--- src/rtl/step_pulse_gen.sv ---
// rtl/step_pulse_gen.sv - evenly spaced step pulse generator with walk/jog/run/hybrid rates
// Optional STEP_PAUSE_EN adds a pause input that freezes the accumulator and second counter.
module step_pulse_gen #(
    parameter int CLK_HZ = 100000000,
    parameter int ACC_W  = 32
) (
    input  logic       clk,
    input  logic       reset,
    input  logic       start,
    input  logic [1:0] mode,
`ifdef STEP_PAUSE_EN
    input  logic       pause,
`endif
    output logic       stepPulse,
    output logic       secTick,
    output logic [7:0] curRate,
    output logic [3:0] secIndex
);

    localparam logic [ACC_W-1:0] HZ   = ACC_W'(CLK_HZ);
    localparam logic [ACC_W-1:0] LAST = ACC_W'(CLK_HZ - 1);

    logic [ACC_W-1:0] acc;
    logic [ACC_W-1:0] sec_cnt;
    logic [ACC_W-1:0] sum;
    logic [1:0]       mode_q;
    logic [7:0]       sched_rate;
    logic             hold;
    logic             clear;

    always_comb begin
        sched_rate = 8'd20;
        case (secIndex)
            4'd0:    sched_rate = 8'd20;
            4'd1:    sched_rate = 8'd33;
            4'd2:    sched_rate = 8'd66;
            4'd3:    sched_rate = 8'd27;
            4'd4:    sched_rate = 8'd70;
            4'd5:    sched_rate = 8'd30;
            4'd6:    sched_rate = 8'd19;
            4'd7:    sched_rate = 8'd30;
            4'd8:    sched_rate = 8'd33;
            default: sched_rate = 8'd20;
        endcase
    end

    // Forced to zero only while reset is actually held; otherwise tracks mode.
    always_comb begin
        curRate = 8'd0;
        if (!reset) begin
            case (mode)
                2'b00:   curRate = 8'd32;
                2'b01:   curRate = 8'd64;
                2'b10:   curRate = 8'd128;
                default: curRate = sched_rate;
            endcase
        end
    end

    assign sum   = acc + {{(ACC_W-8){1'b0}}, curRate};
    assign clear = reset || !start || (mode != mode_q);

`ifdef STEP_PAUSE_EN
    assign hold = pause;
`else
    assign hold = 1'b0;
`endif

    always_ff @(posedge clk) begin
        mode_q <= mode;
        if (clear) begin
            acc       <= '0;
            sec_cnt   <= '0;
            secIndex  <= 4'd0;
            stepPulse <= 1'b0;
            secTick   <= 1'b0;
        end else if (hold) begin
            stepPulse <= 1'b0;
            secTick   <= 1'b0;
        end else begin
            if (sum >= HZ) begin
                acc       <= sum - HZ;
                stepPulse <= 1'b1;
            end else begin
                acc       <= sum;
                stepPulse <= 1'b0;
            end
            // acc lands on zero at every wrap, so a rate change here never splits a pulse.
            if (sec_cnt == LAST) begin
                sec_cnt <= '0;
                secTick <= 1'b1;
                if (mode == 2'b11)
                    secIndex <= (secIndex == 4'd8) ? 4'd0 : secIndex + 4'd1;
            end else begin
                sec_cnt <= sec_cnt + ACC_W'(1);
                secTick <= 1'b0;
            end
        end
    end

endmodule

--- config.mk ---
export PLATFORM = sky130hd
export DESIGN_NAME = step_pulse_gen
export DESIGN_NICKNAME = d
export VERILOG_FILES = /design/src/rtl/step_pulse_gen.sv
export SDC_FILE = /design/constraint.sdc
export NUM_CORES = 1
export LEC_CHECK = 0
export BUFFER_PORTS_ARGS = -buffer_cell sky130_fd_sc_hd__buf_4
export CELL_PAD_IN_SITES_DETAIL_PLACEMENT = 1
export CELL_PAD_IN_SITES_GLOBAL_PLACEMENT = 1
export CORE_MARGIN = 1.5
export CORE_UTILIZATION = 25
export DETAILED_ROUTE_END_ITERATION = 12
export GPL_ROUTABILITY_DRIVEN = 0
export PLACE_DENSITY_LB_ADDON = 0.1
export SETUP_SLACK_MARGIN = 0.4
export SLEW_MARGIN = 20
export SYNTH_ARGS = -nofsm -noshare
export SYNTH_HDL_FRONTEND = slang
export SYNTH_SLANG_ARGS = --single-unit
--- constraint.sdc ---
create_clock -name clk -period 8.9 [get_ports clk]
set_input_delay 0.445 -clock clk [delete_from_list [all_inputs] [get_ports clk]]
set_output_delay 0.445 -clock clk [all_outputs]
set_load 0.1 [all_outputs]
==> results of run 1 <==
## Yosys cell counts (all sizes together), types with 16 or more instances
cell   count  area [um^2]
nor2      75          282
a21oi     34          174
nand3     35          180
inv       16         60.1
o21ai     18         90.1
dfxtp     79         1580
xnor2     34          298
nand4     16          100
xor2      31          272
and2      17          106
ha        18          225
nand2     53          201
## state kept, by name, summed over array words and instances, names as in the netlist
signal,flops
sched_rate,7
mode_q,2
stepPulse,1
secTick,1
secIndex,4
acc,32
sec_cnt,32
## where the power goes
part | internal [uW] | switching (uW)
Sequential | 354 | 0.483
Clock | 195 | 173
Combinational | 6.07 | 17.8
Total | 555 | 192
## final cells by class
type | instances | area, um^2 | share of cell area (%)
Clock buffer | 9 | 225 | 4.20
Tap cell | 234 | 293 | 5.45
Timing Repair Buffer | 19 | 143 | 2.66
Inverter | 16 | 60.1 | 1.12
Clock inverter | 7 | 62.6 | 1.17
Multi-Input combinational cell | 469 | 3000 | 55.9
Sequential cell | 79 | 1580 | 29.5
## layer usage
layer,global-route usage [%],wire length (um),up-vias
met2,24.2,6460,29
met5,0,0,-
met4,4.82,173,0
met1,18.8,6770,2019
li1,-,-,2098
met3,2.70,272,13
## cells by family (layout without fill, tap and decap cells)
logic type,Yosys count,count (layout)
simple gates,270,270
compound gates,111,111
flops,79,79
xor+xnor,65,65
buf+inv,33,51
fa+ha+maj,19,19
mux,4,4
## path summary, 6_finish.rpt
check	endpoint	slack (ns)	depth (start not counted)
min	mode_q[1]$_DFF_P_	0.25	1
min reg2reg	sec_cnt[0]$_SDFF_PP0_	0.48	1
max reg2reg	acc[18]$_SDFF_PP0_	4.12	16
max	acc[18]$_SDFF_PP0_	3.89	18
## per-stage QoR
step	hold slack (ns)	power, uW	utilization [%]	worst slack [ns]
after floorplan	0.430	379	-	2.80
after global placement	0.443	387	27.3	3.61
after detailed placement	0.476	387	27.3	3.53
after CTS	0.237	760	28.9	3.87
after global routing	0.246	780	28.9	3.56
final	0.247	747	28.9	3.89
## worst max-delay path: stages
cell and delay (ns):
sky130_fd_sc_hd__buf_4 0.12, sky130_fd_sc_hd__nand2_1 0.08, sky130_fd_sc_hd__nor2_1 0.23, sky130_fd_sc_hd__and2_1 0.26, sky130_fd_sc_hd__ha_1 0.27, sky130_fd_sc_hd__a211oi_1 0.52
sky130_fd_sc_hd__or3_4 0.27, sky130_fd_sc_hd__nand2_2 0.17, sky130_fd_sc_hd__nand2_1 0.13, sky130_fd_sc_hd__xor2_1 0.28, sky130_fd_sc_hd__ha_1 0.24, sky130_fd_sc_hd__nand4_1 0.13
sky130_fd_sc_hd__nor4_1 0.55, sky130_fd_sc_hd__nor3_1 0.10, sky130_fd_sc_hd__a2111o_1 0.55, sky130_fd_sc_hd__and2_1 0.35, sky130_fd_sc_hd__or4_1 0.52, sky130_fd_sc_hd__nand2_1 0.08
==> results.md, run 1 <==
Cells and area:
- The layout-stage area growth over the synthesis result is 14.0%.
- The final instance count without filler cells is 833.
- The number of antenna cells inserted is 0.
- The commonest non-fill, non-tap cell in the layout is sky130_fd_sc_hd__dfxtp_1.
- The post-layout instance area is 5370 um^2.
- After filler insertion, the fill cell instance count of the layout stands at 2,208.
- Cells with a size suffix above 1 make up 8.51% of the layout.
- The top cell types in the final layout, fill and taps aside, are 79 x sky130_fd_sc_hd__dfxtp_1, 75 x sky130_fd_sc_hd__nor2_1, 51 x sky130_fd_sc_hd__nand2_1, 34 x sky130_fd_sc_hd__nand3_1, 34 x sky130_fd_sc_hd__xnor2_1.
- For this run, the post-layout net count is 618.

Synthesis:
- Counting flops and latches in the post-synthesis netlist gives 79.
- Of the post-synthesis cell area, the part taken by muxes is 0.850%.
- Of the synthesized area, sequential elements account for 33.6%.
- The cell area after technology mapping is 4710 um^2.
- Synthesis handed over a netlist of 581 instances.
- By area, the combinational part of the netlist is dominated by simple AND/OR/NAND/NOR gates.
- Of the total synthesized cell area, the portion taken by XOR and XNOR cells is 12.1%.
- The count of cell types in the netlist is 68.
- The synthesis warning total is 0.
- The synthesized design contains 0 enable-type register cells.
- The adder and majority cell fraction of the synthesized area is 5.21%.
- The most used flip-flop cell after synthesis is sky130_fd_sc_hd__dfxtp_1.
- The async set-or-reset flop fraction in the synthesized netlist is 0%.
- In this run the mean area of a mapped cell was 8.11 um^2.
- The post-synthesis simple-gate area fraction is 29.1%.
- The synthesized netlist devotes 16.5% of its cell area to compound gates.
- Counting every net in the synthesized netlist gives 605.

Place:
- Once placement finished, the instance area stood at 5080 um^2.
- Once placement completed, the tool counted placed cells totaling 817.
- Input and output buffers added on the ports amount to 18.
- The half-perimeter wire length of the detailed placement result is 10.2 mm.

Global route:
- The first global-routing pass estimated 22.5 mm of wire.
- The sum of overflow across all layers after global routing is 0.
- The pin count of the biggest net entering global routing is 31.
- The number of antenna violations at the first check in global routing is 0.
- The total routing usage reported by global routing is 14.5%.
- The number of global-route vias before repair is 4,237.

Clock network:
- The root buffer cell is sky130_fd_sc_hd__clkbuf_16.
- The setup fix buffers added after clock tree synthesis is 0.
- The clock insertion delay at the later pin of the skew report is 0.35 ns.
- TritonCTS built the clock tree.
- Clock tree synthesis inserted a total of 9 buffers.
- In this run the number of H-tree levels came out at 3.
- For this design, the CTS-stage hold fixing added 0 buffers.
- Once the clock tree was built, the resizer swapped 0 gates to a different size.
- The clock transition time at the flip-flop clock pins of the worst setup and hold paths is 0.07 ns.
- The maximum number of buffers from clock root to sink is 2.
- Clock tree synthesis found a total of 79 sinks.

Status:
- The flow ran to the end, and the final reports show no timing, DRC or antenna violations.

Worst setup path:
- The critical path capture point type is a register.
- The arrival time of the worst setup path is 5.31 ns.
- The kind of critical path is in2reg.
- For the worst setup path, the data required time is 9.20 ns.
- Of all nets on the critical path, the largest fanout is 12.
- The launching element type of the critical path is an input port.
- The startpoint of the most critical register-to-register path is sched_rate[6]$_SDFF_PP0_.
- The worst setup path startpoint is mode[0].

Power and ir drop:
- The worst-case IR drop observed on VDD is 0.0925 mV.
- The static leakage is 0.00178 uW.
- The power per unit of standard cell area is 139 nW/um^2.

Floorplan:
- From left edge to right edge, the die measures 140 um.
- The total core area is 18,600 um^2.
- The number of rows created at floorplan is 50.
- Once the floorplan was initialized, standard cells occupied 25.3% of the core.
- The die is 140 um tall.
- The boundary pin count is 19.
- The floorplan step defined a die boundary enclosing 19,700 um^2.

Routing:
- In this run the remaining antenna-violating nets after routing total 0.
- The final routed wirelength across all metal layers is 13.7 mm.
- The number of DRC violations after detailed-routing iteration 0 is 101.
- The number of vias per cell is 4.99.
- In the routed design, unresolved DRC markers number 0.
- The final route contains 4,159 vias.
- The number of detailed-route iterations in the first pass is 4.
- The detail-routed net length per standard cell is 16.4 um.

STA:
- Setup repair after global routing left no endpoint under its margin.
- In the finished design, the share of the clock period the worst path needs comes to 56.2%.
- The tightest slew margin relative to the limit is 50.9%.
- For the pin with the worst max-slew slack, the measured transition is 0.735 ns.
- Summed over all failing endpoints, the final setup total negative slack is 0 ns.
- Setup violations remaining at the end of the flow were counted as 0.
- The fmax is 0.200 GHz.
- The count of final hold-check violations was 0.
- The smallest clock period supported by the final layout is computed as 5.01 ns.
- The final number of max-transition violations was 0.
- For the final database, setup skew stands at 0.00656 ns.

Min path:
- The kind of path behind the tightest hold check is in2reg.
- The worst hold path begins at mode[1].

Job:
- Max-cap violations in this run came to 0.
Power figures use the tool's default switching activity.
==> run 2, diff against run 1 <==
--- a/config.mk
+++ b/config.mk
@@ -5,6 +5,7 @@
 export SDC_FILE = /design/constraint.sdc
 export NUM_CORES = 1
 export LEC_CHECK = 0
+export ABC_AREA = 1
 export BUFFER_PORTS_ARGS = -buffer_cell sky130_fd_sc_hd__buf_4
 export CELL_PAD_IN_SITES_DETAIL_PLACEMENT = 1
 export CELL_PAD_IN_SITES_GLOBAL_PLACEMENT = 1
==> constraint.sdc (replaced) <==
create_clock -name clk -period 4.78 [get_ports clk]
set_input_delay 0.239 -clock clk [delete_from_list [all_inputs] [get_ports clk]]
set_output_delay 0.239 -clock clk [all_outputs]
set_load 0.1 [all_outputs]
==> run 2 against run 1 <==
Effect of this change: non-clock buffer count grew 3; worst hold slack worse by 0.22 ns; routed wire length up 40%; critical endpoint is now acc[8]$_SDFF_PP0_; cell count increased by 53%; core utilization hardly changed; synthesized cell count increased by 65%.
==> results.md, run 2 <==
STA:
- The final total negative setup slack is 0 ns (unchanged).
- The total setup violations reported at the end of the flow came to 0 (unchanged).
- The worst path in the final design needs a cycle of 3.82 ns, including I/O delays and setup.
- The final cycle utilization of the critical path is 79.9%.
- The worst-case setup margin in the final layout is 0.963 ns (was 3.89 ns).
- The hold slack is 0.0277 ns (was 0.247 ns).
- The final number of max-transition violations is 0 (unchanged).
- The transition at the pin with the smallest max-transition slack came to 0.959 ns (was 0.735 ns).
- Setup repair after global routing missed its margin: no (unchanged).
- The worst setup skew after layout was 0.0156 ns (was 0.00656 ns).
- The count of final hold-check violations is 0 (unchanged).
- The tightest slew margin relative to the limit is 36.0% (was 50.9%).
- Timing would allow up to 0.262 GHz.

Routing:
- The number of detailed-route iterations in the first pass is 4 (unchanged).
- The count of unresolved DRC violations after routing is 0 (unchanged).
- The number of vias per cell is 4.58 (was 4.99).
- The final routed wirelength across all metal layers is 19.2 mm (was 13.7 mm).
- The vias after detailed routing is 5,831 (was 4,159).
- The number of DRC violations after detailed-routing iteration 0 is 187 (was 101).
- The post-route antenna net violation count came to 0 (unchanged).
- The detail-routed net length per standard cell is 15.1 um (was 16.4 um).

Synthesis:
- The synthesized flop and latch total is 79 (unchanged).
- The number of synthesized flops with an enable pin was 0 (unchanged).
- The post-synthesis cell type with the largest combined area is sky130_fd_sc_hd__dfxtp_1 (unchanged).
- The most used flip-flop cell after synthesis was sky130_fd_sc_hd__dfxtp_1 (unchanged).
- The count of cell types in the netlist is 43 (was 68).
- The number of cells produced by synthesis came to 960 (was 581).
- Leading cell types by count after synthesis: 308 x sky130_fd_sc_hd__nand2_1, 132 x sky130_fd_sc_hd__nor2_1, 112 x sky130_fd_sc_hd__inv_1 (was 79 x sky130_fd_sc_hd__dfxtp_1, 75 x sky130_fd_sc_hd__nor2_1, 52 x sky130_fd_sc_hd__nand2_1).
- The synthesized net count is 984 (was 605).
- The cell area after technology mapping was 5820 um^2 (was 4710 um^2).
- The average footprint of a synthesized cell is 6.06 um^2 (was 8.11 um^2).
- The synthesis warning total is 0 (unchanged).
- Top cells by area in the synthesized netlist: sky130_fd_sc_hd__dfxtp_1 27%, sky130_fd_sc_hd__nand2_1 20%, sky130_fd_sc_hd__nor2_1 8.5%, sky130_fd_sc_hd__nand3_1 7.4%, sky130_fd_sc_hd__inv_1 7.2% (was sky130_fd_sc_hd__dfxtp_1 34%, sky130_fd_sc_hd__xnor2_1 6.3%, sky130_fd_sc_hd__nor2_1 6.0%, sky130_fd_sc_hd__xor2_1 5.8%, sky130_fd_sc_hd__ha_1 4.8%).
- The proportion of synthesized chip area in sequential cells is 27.2% (was 33.6%).
- The most frequent cell after synthesis is sky130_fd_sc_hd__nand2_1 (was sky130_fd_sc_hd__dfxtp_1).
- The async set-or-reset flop fraction in the synthesized netlist is 0% (unchanged).
- The fraction of synthesized cell area taken by the top area cell type is 27.2% (was 33.6%).

Job:
- The number of max-cap violations is 0 (unchanged).

Floorplan:
- The area enclosed by the die boundary was 24,200 um^2 (was 19,700 um^2).
- The starting density of the core is 25.6% (was 25.3%).
- The number of rows created at floorplan is 55 (was 50).
- The boundary pin count is 19 (unchanged).
- The total core area was 22,700 um^2 (was 18,600 um^2).
- The die boundary width is 156 um (was 140 um).
- The overall die height is 156 um (was 140 um).

Clock network:
- The number of buffers added by the clock tree synthesis step is 9 (unchanged).
- The maximum number of buffers from clock root to sink is 2 (unchanged).
- The clock transition time at the flip-flop clock pins of the worst setup and hold paths is 0.07 ns (about the same).
- The CTS tree is built (unchanged).
- The clock insertion delay at the later pin of the skew report is 0.35 ns (about the same).
- The post-CTS resize count is 0 (unchanged).
- The clock sink total is 79 (unchanged).
- The H-tree depth is 3 (unchanged).
- The root buffer cell was sky130_fd_sc_hd__clkbuf_16 (unchanged).

Worst setup path:
- The cell with the most instances on the worst path is sky130_fd_sc_hd__nand2_1 (unchanged).
- The top fanout value on the critical path is 9 (was 12).
- The required time of the critical path is 4.96 ns (was 9.20 ns).
- The kind of critical path is in2reg (unchanged).
- The critical path capture point type is a register (unchanged).
- The arrival time of the worst setup path came to 4.00 ns (was 5.31 ns).
- The worst setup path startpoint is mode[0] (unchanged).
- The cell at the slowest stage of the critical path was sky130_fd_sc_hd__fa_1 (was sky130_fd_sc_hd__nor4_1).
- The largest stage delay on the critical path was 0.49 ns (was 0.55 ns).
- The register-to-register path setup slack was 1.06 ns (was 4.12 ns).
- The startpoint of the most critical register-to-register path is sched_rate[0]$_DFF_P_ (was sched_rate[6]$_SDFF_PP0_).
- The launching element type of the critical path is an input port (unchanged).

Cells and area:
- The final-layout fill cell count is 2,955 (was 2,208).
- The commonest non-fill, non-tap cell in the layout is sky130_fd_sc_hd__nand2_1 (was sky130_fd_sc_hd__dfxtp_1).
- The layout-stage area growth over the synthesis result is 12.8% (was 14.0%).
- The fraction of layout instances using a drive strength above 1 is 11.8% (was 8.51%).
- The number of antenna cells inserted is 0 (unchanged).
- Commonest non-fill, non-tap cells in the layout: 308 x sky130_fd_sc_hd__nand2_1, 131 x sky130_fd_sc_hd__nor2_1, 112 x sky130_fd_sc_hd__inv_1, 86 x sky130_fd_sc_hd__nand3_1, 79 x sky130_fd_sc_hd__dfxtp_1 (was 79 x sky130_fd_sc_hd__dfxtp_1, 75 x sky130_fd_sc_hd__nor2_1, 51 x sky130_fd_sc_hd__nand2_1, 34 x sky130_fd_sc_hd__nand3_1, 34 x sky130_fd_sc_hd__xnor2_1).
- The area used by multi-input combinational logic is 3710 um^2 (was 3000 um^2).
- The core utilization of the finished layout is 28.9% (about the same).
- The final instance count without filler cells is 1,272 (was 833).
- The number of nets in the final layout is 1,007 (was 618).
- The combined flip-flop and latch cell area is 1580 um^2 (unchanged).

Place:
- The half-perimeter wire length of the detailed placement result was 16.0 mm (was 10.2 mm).
- The setup slack at placement was 0.537 ns (was 3.53 ns).
- The count of input and output buffers is 18 (unchanged).
- The placed instance count is 1,256 (was 817).

Power and ir drop:
- The worst supply voltage drop on vdd is 0.149 mV (was 0.0925 mV).
- The static leakage is 0.00269 uW (was 0.00178 uW).
- The power per unit of standard cell area was 209 nW/um^2 (was 139 nW/um^2).

Global route:
- The number of global-route vias before repair is 6,063 (was 4,237).
- The sum of overflow across all layers after global routing came to 0 (unchanged).
- The number of antenna violations at the first check in global routing is 0 (unchanged).
- The global-route wire length before repair is 31.8 mm (was 22.5 mm).
- The total routing usage reported by global routing came to 16.8% (was 14.5%).
- The pin count of the biggest net entering global routing came to 28 (was 31).

Min path:
- The kind of path behind the tightest hold check was in2reg (unchanged).
- The beginning of the worst hold path is mode[0] (was mode[1]).

Status:
- Outcome: complete, no violations (unchanged).
[run 2: metrics by stage]
step / total power [uW] / cell area [um^2]
after floorplan: 714 / 5830
after global placement: 731 / 6280
after detailed placement: 731 / 6280
after CTS: 1400 / 6570
after global routing: 1430 / 6570
final: 1370 / 6570
[run 2: worst max-delay path: cells and delay by family]
kind | cells | cell delay, ns
AND/OR/NAND/NOR | 19 | 2.14
buffers and inverters | 4 | 0.56
AO/OA/AOI/OAI | 2 | 0.13
adder cells (fa/ha/maj) | 3 | 0.91
[run 2: timing repair]
item / in CTS / in global routing
hold buffers: 1 / 0
endpoints found under the hold margin: 1 / 0
setup buffers: 0 / 0
[run 2: cell type report]
| cell class | count | area share, % |
|---|---|---|
| Timing Repair Buffer | 22 | 2.74 |
| Tap cell | 285 | 5.43 |
| Sequential cell | 79 | 24.1 |
| Clock inverter | 6 | 0.686 |
| Clock buffer | 9 | 3.43 |
| Multi-Input combinational cell | 746 | 56.5 |
| Inverter | 125 | 7.17 |
[run 2: cell families (layout without fill, tap and decap cells)]
kind of cell	Yosys count	in the layout	share of synthesized area, %
fa+ha+maj	19	19	4.21
flops	79	79	27.2
simple gates	650	650	50.5
xor+xnor	15	15	2.26
compound gates	62	62	6.53
buf+inv	135	162	9.35
[run 2: per-layer routing]
layer  up-vias  GRT usage (%)  share of wire, %
li1       3094              -                 -
met1      2705           22.2                51
met2        21           29.1                47
met3        11           2.14               1.5
met4         0           3.54              0.91
met5         -              0                 0
[run 2: final timing paths]
path | to | cells after the start
worst max-delay path | acc[8]$_SDFF_PP0_ | 28
worst min-delay path | mode_q[0]$_DFF_P_ | 1
worst max register to register | acc[8]$_SDFF_PP0_ | 25
worst min register to register | sec_cnt[0]$_SDFF_PP0_ | 1
[run 2: where the power goes]
group | switching (uW) | internal [uW] | total, uW
combinational | 40.8 | 14.5 | 55.2
sequential | 0.849 | 660 | 660
clock | 303 | 352 | 655
total | 345 | 1030 | 1370
==> run 3, diff against run 2 <==
==> constraint.sdc (replaced) <==
create_clock -name clk -period 3.3 [get_ports clk]
set_input_delay 0.165 -clock clk [delete_from_list [all_inputs] [get_ports clk]]
set_output_delay 0.165 -clock clk [all_outputs]
set_load 0.1 [all_outputs]
==> run 3 against run 2 <==
Effect of this change: via count grew 9.3%; flip-flop and latch count is the same; sequential share of layout area shrank 4.2 points; first-iteration DRC count grew 20%; critical endpoint is now acc[9]$_SDFF_PP0_; highest routed layer unchanged.
==> results.md, run 3 (synthesis gave the netlist of run 2 again) <==
Job:
- The number of max-cap violations was 0 (unchanged).

Power and ir drop:
- The share of total power in sequential cells is 44.0% (was 48.2%).
- The internal portion of total power came to 1600 uW (was 1030 uW).
- The worst supply voltage drop on vdd is 0.193 mV (was 0.149 mV).
- The switching power total is 577 uW (was 345 uW).
- The net switching share of the total power is 26.5% (was 25.1%).
- The proportion of power drawn by the clock network was 50.9% (was 47.8%).
- The static leakage is 0.00331 uW (was 0.00269 uW).
- The combinational group share of total power was 5.1% (was 4.0%).
- The power per unit of standard cell area came to 272 nW/um^2 (was 209 nW/um^2).

STA:
- The transition at the pin with the smallest max-transition slack is 0.514 ns (was 0.959 ns).
- The final number of max-transition violations came to 0 (unchanged).
- The hold slack is 0.0409 ns (was 0.0277 ns).
- The tightest slew margin relative to the limit is 65.7% (was 36.0%).
- The count of final hold-check violations is 0 (unchanged).
- The total setup violations reported at the end of the flow was 0 (unchanged).
- Setup repair after global routing missed its margin: yes (was no).
- The worst setup skew after layout is 0.0124 ns (was 0.0156 ns).
- The clock period could shrink to 3.00 ns.
- After layout, the worst path uses 91.0% of the clock period.
- The fmax is 0.333 GHz.

Floorplan:
- The area enclosed by the die boundary came to 24,200 um^2 (unchanged).
- The number of rows created at floorplan came to 55 (unchanged).
- The die boundary width is 156 um (unchanged).
- The boundary pin count was 19 (unchanged).
- The overall die height is 156 um (unchanged).
- The starting density of the core was 25.6% (unchanged).
- The total core area came to 22,700 um^2 (unchanged).

Clock network:
- The number of buffers added by the clock tree synthesis step is 9 (unchanged).
- The clock transition time at the flip-flop clock pins of the worst setup and hold paths is 0.08 ns (was 0.07 ns).
- The maximum number of buffers from clock root to sink is 2 (unchanged).
- The clock sink total is 79 (unchanged).
- The clock insertion delay at the later pin of the skew report came to 0.36 ns (was 0.35 ns).
- The root buffer cell is sky130_fd_sc_hd__clkbuf_16 (unchanged).
- The H-tree depth came to 3 (unchanged).
- The CTS tree was built (unchanged).

Routing:
- The number of DRC violations after detailed-routing iteration 0 was 225 (was 187).
- The number of vias per cell is 4.65 (was 4.58).
- The final routed wirelength across all metal layers is 21.5 mm (was 19.2 mm).
- The post-route antenna net violation count was 0 (unchanged).
- The vias after detailed routing came to 6,372 (was 5,831).
- The count of unresolved DRC violations after routing is 0 (unchanged).
- The number of detailed-route iterations in the first pass is 4 (unchanged).
- The detail-routed net length per standard cell is 15.7 um (was 15.1 um).

Cells and area:
- The fraction of layout instances using a drive strength above 1 is 29.3% (was 11.8%).
- The post-layout instance area was 7990 um^2 (was 6570 um^2).
- The area used by multi-input combinational logic is 4240 um^2 (was 3710 um^2).
- The final instance count without filler cells was 1,370 (was 1,272).
- Commonest non-fill, non-tap cells in the layout: 266 x sky130_fd_sc_hd__nand2_1, 113 x sky130_fd_sc_hd__nor2_1, 109 x sky130_fd_sc_hd__buf_4, 103 x sky130_fd_sc_hd__inv_1, 75 x sky130_fd_sc_hd__dfxtp_1 (was 308 x sky130_fd_sc_hd__nand2_1, 131 x sky130_fd_sc_hd__nor2_1, 112 x sky130_fd_sc_hd__inv_1, 86 x sky130_fd_sc_hd__nand3_1, 79 x sky130_fd_sc_hd__dfxtp_1).
- The number of nets in the final layout is 1,104 (was 1,007).
- The final-layout fill cell count is 2,936 (was 2,955).
- The commonest non-fill, non-tap cell in the layout is sky130_fd_sc_hd__nand2_1 (unchanged).
- The number of antenna cells inserted came to 0 (unchanged).
- The layout-stage area growth over the synthesis result is 37.2% (was 12.8%).
- The combined flip-flop and latch cell area is 1590 um^2 (was 1580 um^2).

Worst setup path:
- The worst setup path startpoint was sched_rate[0]$_DFF_P_ (was mode[0]).
- The kind of critical path is reg2reg (was in2reg).
- The launching element type of the critical path is a register (was input port).
- The critical path capture point type is a register (unchanged).
- The arrival time of the worst setup path is 3.24 ns (was 4.00 ns).
- The startpoint of the most critical register-to-register path is sched_rate[0]$_DFF_P_ (unchanged).
- The required time of the critical path is 3.54 ns (was 4.96 ns).
- The top fanout value on the critical path is 4 (was 9).

Place:
- The placement-stage cell area is 7010 um^2 (was 6280 um^2).
- The count of input and output buffers was 18 (unchanged).
- The half-perimeter wire length of the detailed placement result was 16.9 mm (was 16.0 mm).
- The placed instance count was 1,331 (was 1,256).

Min path:
- The beginning of the worst hold path is mode[0] (unchanged).
- The kind of path behind the tightest hold check is in2reg (unchanged).

Global route:
- The number of global-route vias before repair is 6,571 (was 6,063).
- The sum of overflow across all layers after global routing is 0 (unchanged).
- The global-route wire length before repair is 35.0 mm (was 31.8 mm).
- The total routing usage reported by global routing is 18.7% (was 16.8%).
- The pin count of the biggest net entering global routing is 28 (unchanged).
- The number of antenna violations at the first check in global routing is 0 (unchanged).

Status:
- Outcome: complete, no violations (unchanged).
## run 3: cell count changes in the layout (fill, tap and decap cells not counted), sizes merged
cell / delta
buf: +96
bufbuf: +1
bufinv: +1
clkinv: -2
clkinvlp: -2
inv: +4
## run 3: worst max-delay path, cell delays in order (launching register included)
cell and delay (ns):
sky130_fd_sc_hd__dfxtp_2 0.32, sky130_fd_sc_hd__nand2_2 0.08, sky130_fd_sc_hd__nor2_4 0.05, sky130_fd_sc_hd__ha_4 0.17, sky130_fd_sc_hd__fa_2 0.37, sky130_fd_sc_hd__nand2_2 0.09, sky130_fd_sc_hd__nand2_2 0.07, sky130_fd_sc_hd__nand3_2 0.09
sky130_fd_sc_hd__nand2_2 0.06, sky130_fd_sc_hd__nand2_2 0.06, sky130_fd_sc_hd__nand2_2 0.07, sky130_fd_sc_hd__inv_2 0.08, sky130_fd_sc_hd__ha_4 0.12, sky130_fd_sc_hd__inv_2 0.04, sky130_fd_sc_hd__nor3_2 0.10, sky130_fd_sc_hd__nand4_1 0.15
sky130_fd_sc_hd__nor2_1 0.13, sky130_fd_sc_hd__nand2_1 0.10, sky130_fd_sc_hd__nor2_4 0.13, sky130_fd_sc_hd__nand2_1 0.07, sky130_fd_sc_hd__nor2_1 0.10, sky130_fd_sc_hd__nand3_1 0.07, sky130_fd_sc_hd__o21ai_1 0.09, sky130_fd_sc_hd__nand2_2 0.13
sky130_fd_sc_hd__nand3_2 0.10, sky130_fd_sc_hd__a21oi_2 0.05
## run 3: layer usage
| layer | wire length, um | share of wire (%) | GRT usage [%] |
|---|---|---|---|
| met1 | 10500 | 49 | 24.7 |
| met2 | 10400 | 48 | 32.1 |
| met3 | 279 | 1.3 | 1.81 |
| met4 | 306 | 1.4 | 5.76 |
| met5 | 0 | 0 | 0 |
## run 3: cell type report
type	instances	share of cell area, %
Tap cell	285	4.46
Clock buffer	9	2.82
Inverter	125	5.92
Sequential cell	79	19.9
Multi-Input combinational cell	746	53.1
Clock inverter	7	1.05
Timing Repair Buffer	119	12.8
## run 3: final timing paths
| kind | endpoint | slack (ns) | cells after the start |
|---|---|---|---|
| min reg2reg | sec_cnt[0]$_SDFF_PP0_ | 0.46 | 1 |
| max | acc[9]$_SDFF_PP0_ | 0.30 | 25 |
| min | mode_q[0]$_DFF_P_ | 0.04 | 2 |
| max reg2reg | acc[9]$_SDFF_PP0_ | 0.30 | 25 |
## run 3: power by group through the flow
| stage | sequential [uW] | combinational [uW] | clock (uW) |
|---|---|---|---|
| after floorplan | 978 | 67.3 | 0 |
| after global placement | 978 | 102 | 0 |
| after detailed placement | 978 | 102 | 0 |
| after CTS | 956 | 109 | 1140 |
| after global routing | 956 | 120 | 1180 |
| final | 956 | 112 | 1110 |
## run 3: through the flow
stage	power [uW]	setup TNS [ns]	worst slack [ns]	util [%]
after global placement	1080	-4.83	-0.327	30.9
after CTS	2210	0	0.200	34.2
after floorplan	1050	-0.309	-0.0331	-
final	2180	0	0.296	35.2
after detailed placement	1080	-4.19	-0.314	30.9
after global routing	2260	0	0.0802	35.2
## run 3: what timing repair did
item                                   4_1_cts  5_1_grt
hold buffers                                 1        0
endpoints found under the hold margin        1        0
cloned                                       3        0
pin swaps                                   24       34
setup buffers                                9       10
setup endpoints to repair                   25       30
gates resized for setup                     58       56
